`config.mk`:
```
export PLATFORM = sky130hd
export DESIGN_NAME = ship_sprite_draw
export DESIGN_NICKNAME = d
export VERILOG_FILES = /design/src/rtl/ship_pkg.sv /design/src/rtl/frame_edge_detect.sv /design/src/rtl/ship_sprite_draw.sv
export SDC_FILE = /design/constraint.sdc
export NUM_CORES = 1
export LEC_CHECK = 0
export BUFFER_PORTS_ARGS = -buffer_cell sky130_fd_sc_hd__buf_2
export CORE_ASPECT_RATIO = 0.9
export CORE_MARGIN = 2
export CORE_UTILIZATION = 42
export DETAILED_ROUTE_END_ITERATION = 6
export PLACE_DENSITY = 0.76
export SLEW_MARGIN = 10
export SYNTH_ARGS = -nofsm -noshare
export SYNTH_HDL_FRONTEND = slang
export SYNTH_SLANG_ARGS = --single-unit
export TNS_END_PERCENT = 100
```
`constraint.sdc`:
```
create_clock -name Clk -period 3.88 [get_ports Clk]
set_clock_uncertainty 0.15 [all_clocks]
set_input_delay 0.388 -clock Clk [delete_from_list [all_inputs] [get_ports Clk]]
set_output_delay 0.388 -clock Clk [all_outputs]
set_load 0.005 [all_outputs]
```
`src/rtl/ship_pkg.sv`:
```
// Shared types and constants for the ship sprite path (draw stage and bullet logic).
package ship_pkg;

    typedef enum logic {
        ALIVE = 1'b0,
        BLINK = 1'b1
    } ship_state_t;

    localparam int SHIP_W_DEF = 16;
    localparam int SHIP_H_DEF = 8;
    localparam int SCREEN_W   = 640;
    localparam int SCREEN_H   = 480;

    // Width needed to hold 0..v-1, never less than one bit.
    function automatic int cnt_width(input int v);
        return (v <= 2) ? 1 : $clog2(v);
    endfunction

endpackage

```
`src/rtl/frame_edge_detect.sv`:
```
// Single-register rising-edge detector for the vsync-rate frame strobe.
module frame_edge_detect (
    input  logic i_clk,
    input  logic i_reset,
    input  logic i_strobe,
    output logic o_edge
);

    logic r_strobe_q;

    always_ff @(posedge i_clk) begin
        if (i_reset) begin
            r_strobe_q <= 1'b0;
        end else begin
            r_strobe_q <= i_strobe;
        end
    end

    assign o_edge = i_strobe & ~r_strobe_q;

endmodule

```
`src/rtl/ship_sprite_draw.sv`:
```
// Ship sprite pixel stage: box test, ROM row address, column select, hit-blink FSM.
// Blink FSM is compiled in only when SHIP_BLINK_EN is defined.
//
// state | meaning
// ALIVE | ship fully visible, accepts hits
// BLINK | ship flashing for BLINK_FRAMES frames, hits ignored
module ship_sprite_draw
    import ship_pkg::*;
#(
    parameter int SHIP_W       = SHIP_W_DEF,
    parameter int SHIP_H       = SHIP_H_DEF,
    parameter int SCALE_SHIFT  = 1,
    parameter int BLINK_FRAMES = 64,
    parameter int BLINK_LOG2   = 3
) (
    input  logic        Clk,
    input  logic        Reset,
    input  logic        frame_clk,
    input  logic [9:0]  DrawX,
    input  logic [9:0]  DrawY,
    input  logic [9:0]  ShipX,
    input  logic [9:0]  ShipY,
    input  logic        hit,
    output logic [7:0]  rom_addr,
    input  logic [15:0] rom_data,
    output logic        is_ship,
    output logic        blinking
);

    localparam int COL_W = cnt_width(SHIP_W);
    localparam int ROW_W = cnt_width(SHIP_H);
    localparam logic [10:0] BOX_W = 11'(SHIP_W << SCALE_SHIFT);
    localparam logic [10:0] BOX_H = 11'(SHIP_H << SCALE_SHIFT);

    logic [10:0]      w_rel_x;
    logic [10:0]      w_rel_y;
    logic             w_in_box;
    logic [COL_W-1:0] w_col;
    logic [ROW_W-1:0] w_row;
    logic [COL_W-1:0] w_bit_idx;
    logic             w_visible;

    logic [7:0]       r_rom_addr;
    logic [COL_W-1:0] r_col_d;
    logic             r_in_box_d;
    logic             r_is_ship;

    // Widen before subtracting so a ship left/above the raster never wraps into the box.
    assign w_rel_x = {1'b0, DrawX} - {1'b0, ShipX};
    assign w_rel_y = {1'b0, DrawY} - {1'b0, ShipY};

    assign w_in_box = (DrawX >= ShipX) && (w_rel_x < BOX_W) &&
                      (DrawY >= ShipY) && (w_rel_y < BOX_H) &&
                      (DrawX < 10'(SCREEN_W)) && (DrawY < 10'(SCREEN_H));

    assign w_col = w_rel_x[SCALE_SHIFT +: COL_W];
    assign w_row = w_rel_y[SCALE_SHIFT +: ROW_W];

    always_ff @(posedge Clk) begin
        if (Reset) begin
            r_rom_addr <= 8'd0;
            r_col_d    <= '0;
            r_in_box_d <= 1'b0;
        end else begin
            r_rom_addr <= 8'(w_row);
            r_col_d    <= w_col;
            r_in_box_d <= w_in_box;
        end
    end

    // ROM word MSB is the leftmost pixel.
    assign w_bit_idx = COL_W'(SHIP_W - 1) - r_col_d;

    always_ff @(posedge Clk) begin
        if (Reset) begin
            r_is_ship <= 1'b0;
        end else begin
            r_is_ship <= r_in_box_d & rom_data[w_bit_idx] & w_visible;
        end
    end

    assign rom_addr = r_rom_addr;
    assign is_ship  = r_is_ship;

`ifdef SHIP_BLINK_EN
    localparam int FCNT_W = (cnt_width(BLINK_FRAMES) > BLINK_LOG2) ?
                            cnt_width(BLINK_FRAMES) : BLINK_LOG2 + 1;
    localparam logic [FCNT_W-1:0] FCNT_LAST = FCNT_W'(BLINK_FRAMES - 1);

    ship_state_t       r_state;
    logic [FCNT_W-1:0] r_frame_cnt;
    logic              w_frame_edge;

    frame_edge_detect u_frame_edge (
        .i_clk    (Clk),
        .i_reset  (Reset),
        .i_strobe (frame_clk),
        .o_edge   (w_frame_edge)
    );

    // A frame edge arriving with the hit is swallowed: the count starts at 0 regardless.
    always_ff @(posedge Clk) begin
        if (Reset) begin
            r_state     <= ALIVE;
            r_frame_cnt <= '0;
        end else begin
            case (r_state)
                ALIVE: begin
                    if (hit) begin
                        r_state     <= BLINK;
                        r_frame_cnt <= '0;
                    end
                end
                BLINK: begin
                    if (w_frame_edge) begin
                        if (r_frame_cnt == FCNT_LAST) begin
                            r_state     <= ALIVE;
                            r_frame_cnt <= '0;
                        end else begin
                            r_frame_cnt <= r_frame_cnt + FCNT_W'(1);
                        end
                    end
                end
                default: begin
                    r_state     <= ALIVE;
                    r_frame_cnt <= '0;
                end
            endcase
        end
    end

    assign w_visible = (r_state == ALIVE) | r_frame_cnt[BLINK_LOG2];
    assign blinking  = (r_state == BLINK);
`else
    logic w_unused;

    assign w_unused  = &{1'b0, hit, frame_clk};
    assign w_visible = 1'b1;
    assign blinking  = 1'b0;
`endif

endmodule

```
Word level (Yosys, flattened, before mapping)
Index checks and enable logic that the tools add are counted.
- $mul: 0
- $add $sub $neg: 3
- reductions and logical operators: 5
- shifts and indexed selects: 0
- div/mod/pow operators: 0
- equal/unequal tests: 0
- order comparisons: 7
- bitwise operators: 1
- mux-type cells: 2
- operator list (operator ; number):
    10-bit by 10-bit subtractor with 11-bit output ; 2
    10-bit >= comparator ; 2
    11-bit by 5-bit less-than comparator with 1-bit output (second input constant) ; 1
    11-bit by 6-bit less-than comparator with 1-bit output (second input constant) ; 1
    10-bit less-than comparator (second input constant) ; 1
    10-bit by 9-bit less-than comparator with 1-bit output (second input constant) ; 1
    1-bit logical AND ; 5
    4-bit by 5-bit less-than comparator with 1-bit output (second input constant) ; 1
    1-bit binary-select mux with 4-bit select ; 1
    4-bit subtractor (first input constant) ; 1
    1-bit bitwise AND ; 1
    1-bit two-way mux ; 1
- memories: 0
- bits in registers: 14
- input bits: 60
- memory bits (writable): 0
- output and inout port bits: 10
- bits in latches: 0
- ROM bits: 0
- logic and storage cells: 23

Longest topological paths before layout
Gate-level depths: netlist of the first run.
- word-level depth: 7
- depth in mapped cells: 11
- depth with buffers taken out: 11

Least setup slack after synthesis of the first run
Ideal clock, no wire load.
- kind: in2reg
- start point: in DrawY[0]
- end point: reg r_in_box_d
- required time: 3.627 ns
- slack: 1.131 ns
- stages on the path: 11
- path buffers: 0
- arrival: 2.496 ns
- cells stage by stage: inv_1 -> ha_1 -> inv_1 -> fa_1 -> a21o_1 -> a21oi_2 -> xor2_1 -> and4_1 -> nand4_1 -> or4_1 -> a2111oi_2
- longest elaborated chain between the ends: 5
- elaborated cells on any way between the ends: 8
- ends and longest elaborated chain (what ; line ; source):
    start: declaration ; ship_sprite_draw.sv:20 ; input logic [9:0] DrawY,
    10-bit by 10-bit subtractor with 11-bit output or 10-bit >= comparator (tied branches) ; ship_sprite_draw.sv:50, ship_sprite_draw.sv:53 ;
    11-bit by 5-bit less-than comparator with 1-bit output or 1-bit logical AND (tied branches) ; ship_sprite_draw.sv:53, ship_sprite_draw.sv:52 ;
    1-bit logical AND (2 in a row) ; ship_sprite_draw.sv:53 ; (DrawY >= ShipY) && (w_rel_y < BOX_H) &&
    1-bit logical AND * ; ship_sprite_draw.sv:54 ; (DrawX < 10'(SCREEN_W)) && (DrawY < 10'(SCREEN_H));
    end signal: assignment ; ship_sprite_draw.sv:67 ; r_in_box_d <= w_in_box;
    end: declaration ; ship_sprite_draw.sv:45 ; logic r_in_box_d;
Mark *: on every way between the ends. The rest lies on a longest branch, timed or not.
A chain may end at the register's enable or synchronous reset.

Worst setup path in the final report of the first run
Ends and elaborated chain as after synthesis.

==> results.toml, run 1 <==
[route]
dr.pass1.iters = 5
drt_iter0_drc = 64
vias = 1465
drt_wl_total_um = 3160
vias_per_cell = 5.12
drc = 0
wl_per_cell_um = 11.1
ant_nets = 0

[finish]
drive_gt1_frac = 0.314
finish.utilization = 0.542
syn2layout_area_growth_pct = 26.2
antenna_cells = 0
nets = 325

[die]
core_mm2 = 0.00333
fp.dieArea_mm2 = 0.00389
io_pins = 70
initial_utilization = 0.430
row_count = 20
die_h_um = 59.4
die_w_um = 65.5

[yosys]
synth_top_area_cell = "ha_1"
synthArstFlopShare = 0
synth_seq_area_share = 0.126
syn_avg_cell_area_um2 = 7.99
synth_flop_cell = "dfxtp_1"
ys_warn_count = 0
synth-edff-count = 0
yosys-top-cells-area = "ha_1 17%, dfxtp_1 13%, mux4_2 7.9%"
ys_types = 53
syn_inst = 179
synth_seq_cells = 9
netlist.area_leader.share = 0.175
synth_area_mm2 = 0.00143

[cts]
cts_sinks = 9
root_buffer = "clkbuf_8"
numCtsBuffers = 3
cts_hold_buf = 0
clk_path_buf_depth = 2
tritoncts = "built"
htreeDepth = 1
clk_pin_slew_worst_paths_ns = 0.04
cts_resized = 0
clock_latency_ns = 0.23
postCtsSetupBuffers = 0

[sta]
fin_crit_ns = 2.88
setup_viol = 0
slew_headroom = 0.601
hold_viol_final = 0
rsz0062_at_grt = "false"
finalSetupTns_ns = 0
worst_pin_slew_ns = 0.591
fin_crit_sh = 0.742
max_freq_mhz = 347
final_max_slew_viol_count = 0

[worst_setup_path]
cp.required_ns = 3.84
crit_fanout = 2
worstSetupPathType = "input port to flip-flop"
cp.arrival_ns = 2.84
crit_path_end_kind = "flip-flop"
crit_path_start_kind = "input port"

[hold_path]
hp-class = "input port to flip-flop"

[placement]
place.port_buffers = 61
gp_congestion = 0.880
hpwl_um = 2750

[grt]
gr-total-overflow = 0
grt_pass1_wl_um = 5060
grt_pass1_vias = 1275
antenna_found_initial = 0
grt_usage = 0.165
grt_max_degree = 10

[pwr]
ir_drop_v = 0.000105
p_leak_nw = 0.925
power_per_cell_area_mw_per_mm2 = 233

[job]
drv_cap = 0

[outcome]
status = "completed"
==> power breakdown <==
group          internal, mW  total [mW]  switching [mW]
Combinational         0.104       0.206           0.102
Sequential            0.102       0.107         0.00579
Clock                0.0714       0.106          0.0350
==> critical path, cell delays in order <==
cell,delay [ns]
buf_2,0.10
inv_1,0.04
ha_1,0.16
inv_1,0.06
fa_1,0.40
a21o_1,0.21
a21oi_2,0.16
xor2_1,0.17
and4_1,0.19
nand4_1,0.06
or4_1,0.54
a2111oi_2,0.35
==> final cells by class <==
| class | count | area [um2] |
|---|---|---|
| multi-input cells | 142 | 1120 |
| fillers | 338 | 1520 |
| well taps | 44 | 55.1 |
| clock buffers | 4 | 45.0 |
| inverters | 26 | 97.6 |
| repair buffers | 61 | 305 |
| flip-flops and latches | 9 | 180 |
==> Yosys cell counts (all sizes together) (2+ instances only) <==
cell type  instances
and3               2
dfxtp              9
nor4               2
ha                20
mux4               5
nor3               2
nand3              3
xnor2              3
a2111oi            2
o21ai             11
fa                 2
nor2b              6
xor2               2
nand4              3
inv               26
a21oi              9
nor2              20
a21boi             2
buf                7
o2111ai            2
nand2              5
a211oi             4
o311ai             2
a21o               6
o211ai             2
a31oi              3
==> stage by stage <==
stage | worst slack, ns | total power, mW | cells | instance area (um2) | hold WS [ns]
after floorplan | 1.13 | 0.258 | 184 | 1450 | 0.298
after global placement | 0.817 | 0.310 | 282 | 1760 | 0.306
after detailed placement | 0.776 | 0.314 | 282 | 1760 | 0.310
after CTS | 0.991 | 0.424 | 286 | 1800 | 0.303
after global routing | 0.840 | 0.457 | 286 | 1800 | 0.311
final | 1.00 | 0.420 | 286 | 1800 | 0.311
==> routing by layer <==
| metal | GRT usage | up-vias | wire length (um) |
|---|---|---|---|
| met5 | 0 | - | 0 |
| met4 | 0.0179 | 0 | 0 |
| met3 | 0.0437 | 0 | 179 |
| met2 | 0.309 | 44 | 1530 |
| met1 | 0.195 | 649 | 1450 |
| li1 | - | 772 | - |
==> state kept, by name, summed over array words and instances, names as in the netlist <==
signal	cells
rom_addr	3
r_in_box_d	1
is_ship	1
r_col_d	4
==> cells by family (layout without fill, tap and decap cells) <==
group | after synthesis | count (layout) | share of synthesized area
multiplexers | 6 | 6 | 0.0857
other | 1 | 6 | 0.00262
buffers and inverters | 33 | 91 | 0.103
AND/OR/NAND/NOR | 51 | 51 | 0.191
adder cells (fa/ha/maj) | 22 | 22 | 0.203
XOR/XNOR | 5 | 5 | 0.0306
flip-flops | 9 | 9 | 0.126
AO/OA/AOI/OAI | 52 | 52 | 0.258
==> cells in the final DEF, fill, tap and decap left out, types with 2 or more instances in the layout <==
cell	n
ha_1	20
nand4_1	3
a31oi_1	3
nor2b_1	6
clkbuf_8	3
o2111ai_1	2
nand3_1	2
buf_2	61
mux4_2	5
fa_1	2
a211oi_1	4
nor2_1	19
nand2_1	5
and3_1	2
inv_1	26
a21o_1	6
nor4_1	2
o311ai_0	2
xor2_1	2
xnor2_1	3
conb_1	6
a21oi_1	8
o211ai_1	2
dfxtp_1	9
o21ai_0	9
nor3_1	2
==> final timing paths <==
| path | start | endpoint | slack, ns | depth (start not counted) |
|---|---|---|---|---|
| worst max-delay path | DrawY[0] | r_in_box_d$_SDFF_PP0_ | 1.00 | 12 |
| worst min-delay path | Reset | rom_addr[1]$_SDFF_PP0_ | 0.31 | 2 |
| worst max register to register | r_col_d[0]$_SDFF_PP0_ | is_ship$_SDFF_PP0_ | 2.00 | 3 |
| worst min register to register | r_in_box_d$_SDFF_PP0_ | is_ship$_SDFF_PP0_ | 0.32 | 1 |
Power figures use the tool's default switching activity.
==> inputs of run 2 (changes only) <==
==> constraint.sdc (replaced) <==
create_clock -name Clk -period 2.8 [get_ports Clk]
set_clock_uncertainty 0.15 [all_clocks]
set_input_delay 0.28 -clock Clk [delete_from_list [all_inputs] [get_ports Clk]]
set_output_delay 0.28 -clock Clk [all_outputs]
set_load 0.005 [all_outputs]
==> results.toml, run 2 (synthesis gave the netlist of run 1 again) <==
[placement]
place_ws_ns = -0.145
place.port_buffers = 61
hpwl_um = 2740
place_inst = 287
gp_congestion = 0.859
place_area_mm2 = 0.00180

[worst_setup_path]
cp.required_ns = 2.78
crit_path_end_kind = "flip-flop"
worstRegToRegCells = 3
reg2reg_slack_ns = 0.91
cp.arrival_ns = 2.55
crit_fanout = 2
worst-path-buf-inv = 3
critPathMostFrequentCell = "inv_1"
cp_cell_sequence = "buf_2 > inv_1 > ha_1 > inv_1 > fa_2 > a21o_1 > a21oi_2 > xor2_1 > and4_1 > nand4_1 > or4_4 > a2111oi_4"
r2r-start = "r_col_d[0]$_SDFF_PP0_"
crit_slowest_cell = "or4_4"
crit_family = "simple AND/OR/NAND/NOR gates"
worstSetupPathType = "input port to flip-flop"
slowest_delay_ns = 0.55
r2r-end = "is_ship$_SDFF_PP0_"
crit_path_start_kind = "input port"

[hold_path]
hold-path-endpoint = "r_col_d[1]$_SDFF_PP0_"
min_from = "Reset"
hold_depth = 2
hp-class = "input port to flip-flop"

[sta]
fin_crit_ns = 2.57
final_max_slew_viol_count = 0
hold_viol_final = 0
max_freq_mhz = 390
rsz0062_at_grt = "false"
setup_ws_ns = 0.234
setup_viol = 0
fin_crit_sh = 0.916

[cts]
root_buffer = "clkbuf_8"
clk_path_buf_depth = 2
clock_latency_ns = 0.23
clk_pin_slew_worst_paths_ns = 0.04
tritoncts = "built"
numCtsBuffers = 3
cts_hold_buf = 0
htreeDepth = 1
cts_sinks = 9
postCtsSetupBuffers = 0

[grt]
grt_max_degree = 10
grt_pass1_wl_um = 5350
gr-total-overflow = 0
antenna_found_initial = 0
grt_pass1_vias = 1315
grt_usage = 0.172

[pwr]
p_leak_nw = 0.951
switching_power_mw = 0.204
ir_drop_v = 0.000135
finalPower_mw = 0.597
p_comb_frac = 0.501
cell_internal_pwr_mw = 0.392
power_per_cell_area_mw_per_mm2 = 321
clkPwrFrac = 0.249
swShare = 0.343
p_seq_frac = 0.250

[route]
vias = 1465
ant_nets = 0
wl_per_cell_um = 11.0
drt_wl_total_um = 3210
drc = 0
vias_per_cell = 5.03
drt_iter0_drc = 90
dr.pass1.iters = 4

[die]
fp.dieArea_mm2 = 0.00389
initial_utilization = 0.430
die_w_um = 65.5
die_h_um = 59.4
io_pins = 70
row_count = 20
core_mm2 = 0.00333

[job]
drv_cap = 0

[finish]
nets = 330
finish.utilization = 0.559
regMostFlops = "r_col_d"
finalInstanceArea_mm2 = 0.00186
final_common_cell = "buf_2"
instances_no_fill = 291
syn2layout_area_growth_pct = 30.1
final_cell_mix = "61 x buf_2, 26 x inv_1, 20 x ha_1"
antenna_cells = 0
largest_reg_flops = 4
nFillCells = 352
drive_gt1_frac = 0.336

[outcome]
status = "completed"
[run 2: cell types whose count changed in the layout (fill, tap and decap cells not counted), sizes merged]
cell / previous run / this run
buf: 61 / 66
[run 2: metrics by stage]
stage / hold slack [ns] / TNS [ns]
floorplan: 0.298 / 0
global placement: 0.313 / -0.0853
detailed placement: 0.318 / -0.145
CTS: 0.189 / 0
global route: 0.213 / 0
finish: 0.192 / 0
[run 2: repair_timing]
action                     in CTS  in global routing
gates resized for setup         0                  3
setup endpoints to repair       0                  1
hold endpoints to repair        0                  0
[run 2: worst reg2reg max path, stage by stage (launching register included)]
cell and delay [ns]:
dfxtp_1 0.45, mux4_2 0.53, mux4_2 0.47, and3b_1 0.17
[run 2: layout make-up]
type	instances	area, um2	share of cell area
clock buffers	4	45.0	0.0242
inverters	26	97.6	0.0525
multi-input cells	142	1140	0.613
flip-flops and latches	9	180	0.0968
well taps	44	55.1	0.0296
repair buffers	66	343	0.184
[run 2: power by group through the flow]
stage                     registers [mW]  logic (mW)  clock network, mW
after global placement             0.151       0.289                  0
final                              0.149       0.299              0.149
after detailed placement           0.152       0.292                  0
after floorplan                    0.151       0.207                  0
after global routing               0.150       0.339              0.158
after CTS                          0.149       0.294              0.154
[run 2: metal layers]
layer  vias to the layer above  share of wire  global-route usage  routed length [um]
met5                         -              0                   0                   0
met4                         0         0.0047              0.0357                  15
met3                         3          0.057              0.0380                 183
met2                        35           0.47               0.299                1520
met1                       646           0.46               0.221                1490
li1                        781              -                   -                   -
[run 2: how the worst max path moves through the flow]
stage | cells past startpoint | to | slack (ns) | start
floorplan | 11 | r_in_box_d$_SDFF_PP0_ | 0.16 | DrawY[0]
global placement | 12 | r_in_box_d$_SDFF_PP0_ | -0.09 | DrawY[0]
detailed placement | 12 | r_in_box_d$_SDFF_PP0_ | -0.15 | DrawY[0]
CTS | 12 | r_in_box_d$_SDFF_PP0_ | 0.08 | DrawY[0]
global route | 12 | r_in_box_d$_SDFF_PP0_ | 0.03 | DrawY[0]
finish | 12 | r_in_box_d$_SDFF_PP0_ | 0.23 | DrawY[0]
==> inputs of run 3 (changes only) <==
--- a/config.mk
+++ b/config.mk
@@ -6,11 +6,13 @@
 export NUM_CORES = 1
 export LEC_CHECK = 0
 export BUFFER_PORTS_ARGS = -buffer_cell sky130_fd_sc_hd__buf_2
+export CELL_PAD_IN_SITES_DETAIL_PLACEMENT = 1
+export CELL_PAD_IN_SITES_GLOBAL_PLACEMENT = 1
 export CORE_ASPECT_RATIO = 0.9
 export CORE_MARGIN = 2
-export CORE_UTILIZATION = 42
+export CORE_UTILIZATION = 32
 export DETAILED_ROUTE_END_ITERATION = 6
-export PLACE_DENSITY = 0.76
+export PLACE_DENSITY = 0.82
 export SLEW_MARGIN = 10
 export SYNTH_ARGS = -nofsm -noshare
 export SYNTH_HDL_FRONTEND = slang
==> results.toml, run 3 (synthesis gave the netlist of run 1 again) <==
[outcome]
status = "completed"

[finish]
drive_gt1_frac = 0.336
nets = 330
syn2layout_area_growth_pct = 30.8
antenna_cells = 0
finalInstanceArea_mm2 = 0.00187
final_cell_mix = "61 x buf_2, 26 x inv_1, 20 x ha_1"
regMostFlops = "r_col_d"
largest_reg_flops = 4
final_common_cell = "buf_2"
nFillCells = 573

[cts]
cts_sinks = 9
clk_path_buf_depth = 2
postCtsSetupBuffers = 0
root_buffer = "clkbuf_8"
tritoncts = "built"
htreeDepth = 1
numCtsBuffers = 3
clk_pin_slew_worst_paths_ns = 0.04
clock_latency_ns = 0.23

[pwr]
finalPower_mw = 0.603
power_per_cell_area_mw_per_mm2 = 322
p_seq_frac = 0.248
swShare = 0.349
switching_power_mw = 0.210
clkPwrFrac = 0.246
p_comb_frac = 0.505
p_leak_nw = 0.950
ir_drop_v = 0.000121
cell_internal_pwr_mw = 0.392

[placement]
place_area_mm2 = 0.00182
gp_congestion = 0.771
place_ws_ns = -0.103
hpwl_um = 3490
place.port_buffers = 61

[die]
fp.dieArea_mm2 = 0.00502
io_pins = 70
core_mm2 = 0.00437
die_h_um = 67.4
initial_utilization = 0.327
die_w_um = 74.5
row_count = 23

[grt]
grt_pass1_vias = 1502
antenna_found_initial = 0
grt_max_degree = 10
grt_pass1_wl_um = 6290
grt_usage = 0.159
gr-total-overflow = 0

[worst_setup_path]
worstSetupPathType = "input port to flip-flop"
crit_path_end_kind = "flip-flop"
crit_fanout = 2
crit_path_start_kind = "input port"
cp.arrival_ns = 2.59
cp.required_ns = 2.78

[sta]
max_freq_mhz = 383
fin_crit_sh = 0.933
setup_ws_ns = 0.189
rsz0062_at_grt = "false"
fin_crit_ns = 2.61
setup_viol = 0
hold_viol_final = 0
final_max_slew_viol_count = 0

[hold_path]
hp-class = "input port to flip-flop"

[route]
drt_wl_total_um = 3920
vias_per_cell = 5.03
drt_iter0_drc = 47
drc = 0
dr.pass1.iters = 4
ant_nets = 0
wl_per_cell_um = 12.7
vias = 1553

[job]
drv_cap = 0
-- run 3: final cells by class --
cell class	count	area (um2)	share of cell area
Multi-Input combinational cell	142	1130	0.603
Timing Repair Buffer	66	343	0.183
Sequential cell	9	180	0.0963
Inverter	26	97.6	0.0522
Tap cell	62	77.6	0.0415
Clock buffer	4	45.0	0.0241
-- run 3: what timing repair did --
| item | 4_1_cts | 5_1_grt |
|---|---|---|
| setup endpoints to repair | 0 | 1 |
| hold buffers | 0 | 0 |
| gates resized for setup | 0 | 2 |
-- run 3: worst max-delay path, cell delays in order --
cell	delay (ns)
buf_2	0.10
inv_1	0.04
ha_1	0.16
inv_1	0.05
fa_2	0.33
a21o_1	0.19
a21oi_2	0.15
xor2_1	0.18
and4_1	0.21
nand4_1	0.09
or4_4	0.54
a2111oi_2	0.27
-- run 3: power groups by stage --
stage / logic, mW / clock network (mW) / registers, mW
finish: 0.304 / 0.148 / 0.150
global route: 0.345 / 0.159 / 0.151
CTS: 0.305 / 0.153 / 0.150
detailed placement: 0.303 / 0 / 0.152
global placement: 0.291 / 0 / 0.151
floorplan: 0.207 / 0 / 0.151
-- run 3: worst paths after layout --
path                          from                endpoint  slack [ns]  depth (start not counted)
max                       DrawY[0]   r_in_box_d$_SDFF_PP0_        0.19                         12
min reg2reg  r_in_box_d$_SDFF_PP0_      is_ship$_SDFF_PP0_        0.36                          1
max reg2reg  r_col_d[0]$_SDFF_PP0_      is_ship$_SDFF_PP0_        0.89                          3
min                          Reset  rom_addr[1]$_SDFF_PP0_        0.20                          2
-- run 3: layer usage --
layer,part of all wire,track usage,wire [um]
met3,0.041,0.0239,161
met2,0.51,0.295,2000
met5,0,0,0
met1,0.44,0.193,1720
met4,0.0079,0.0335,31
-- run 3: through the flow --
step	hold slack, ns	utilization	setup TNS, ns	instances
2_1_floorplan	0.298	-	0	184
3_3_place_gp	0.346	0.416	-0.0544	305
3_5_place_dp	0.349	0.416	-0.103	305
4_1_cts	0.203	0.426	0	309
5_1_grt	0.206	0.428	0	309
6_report	0.198	0.428	0	309
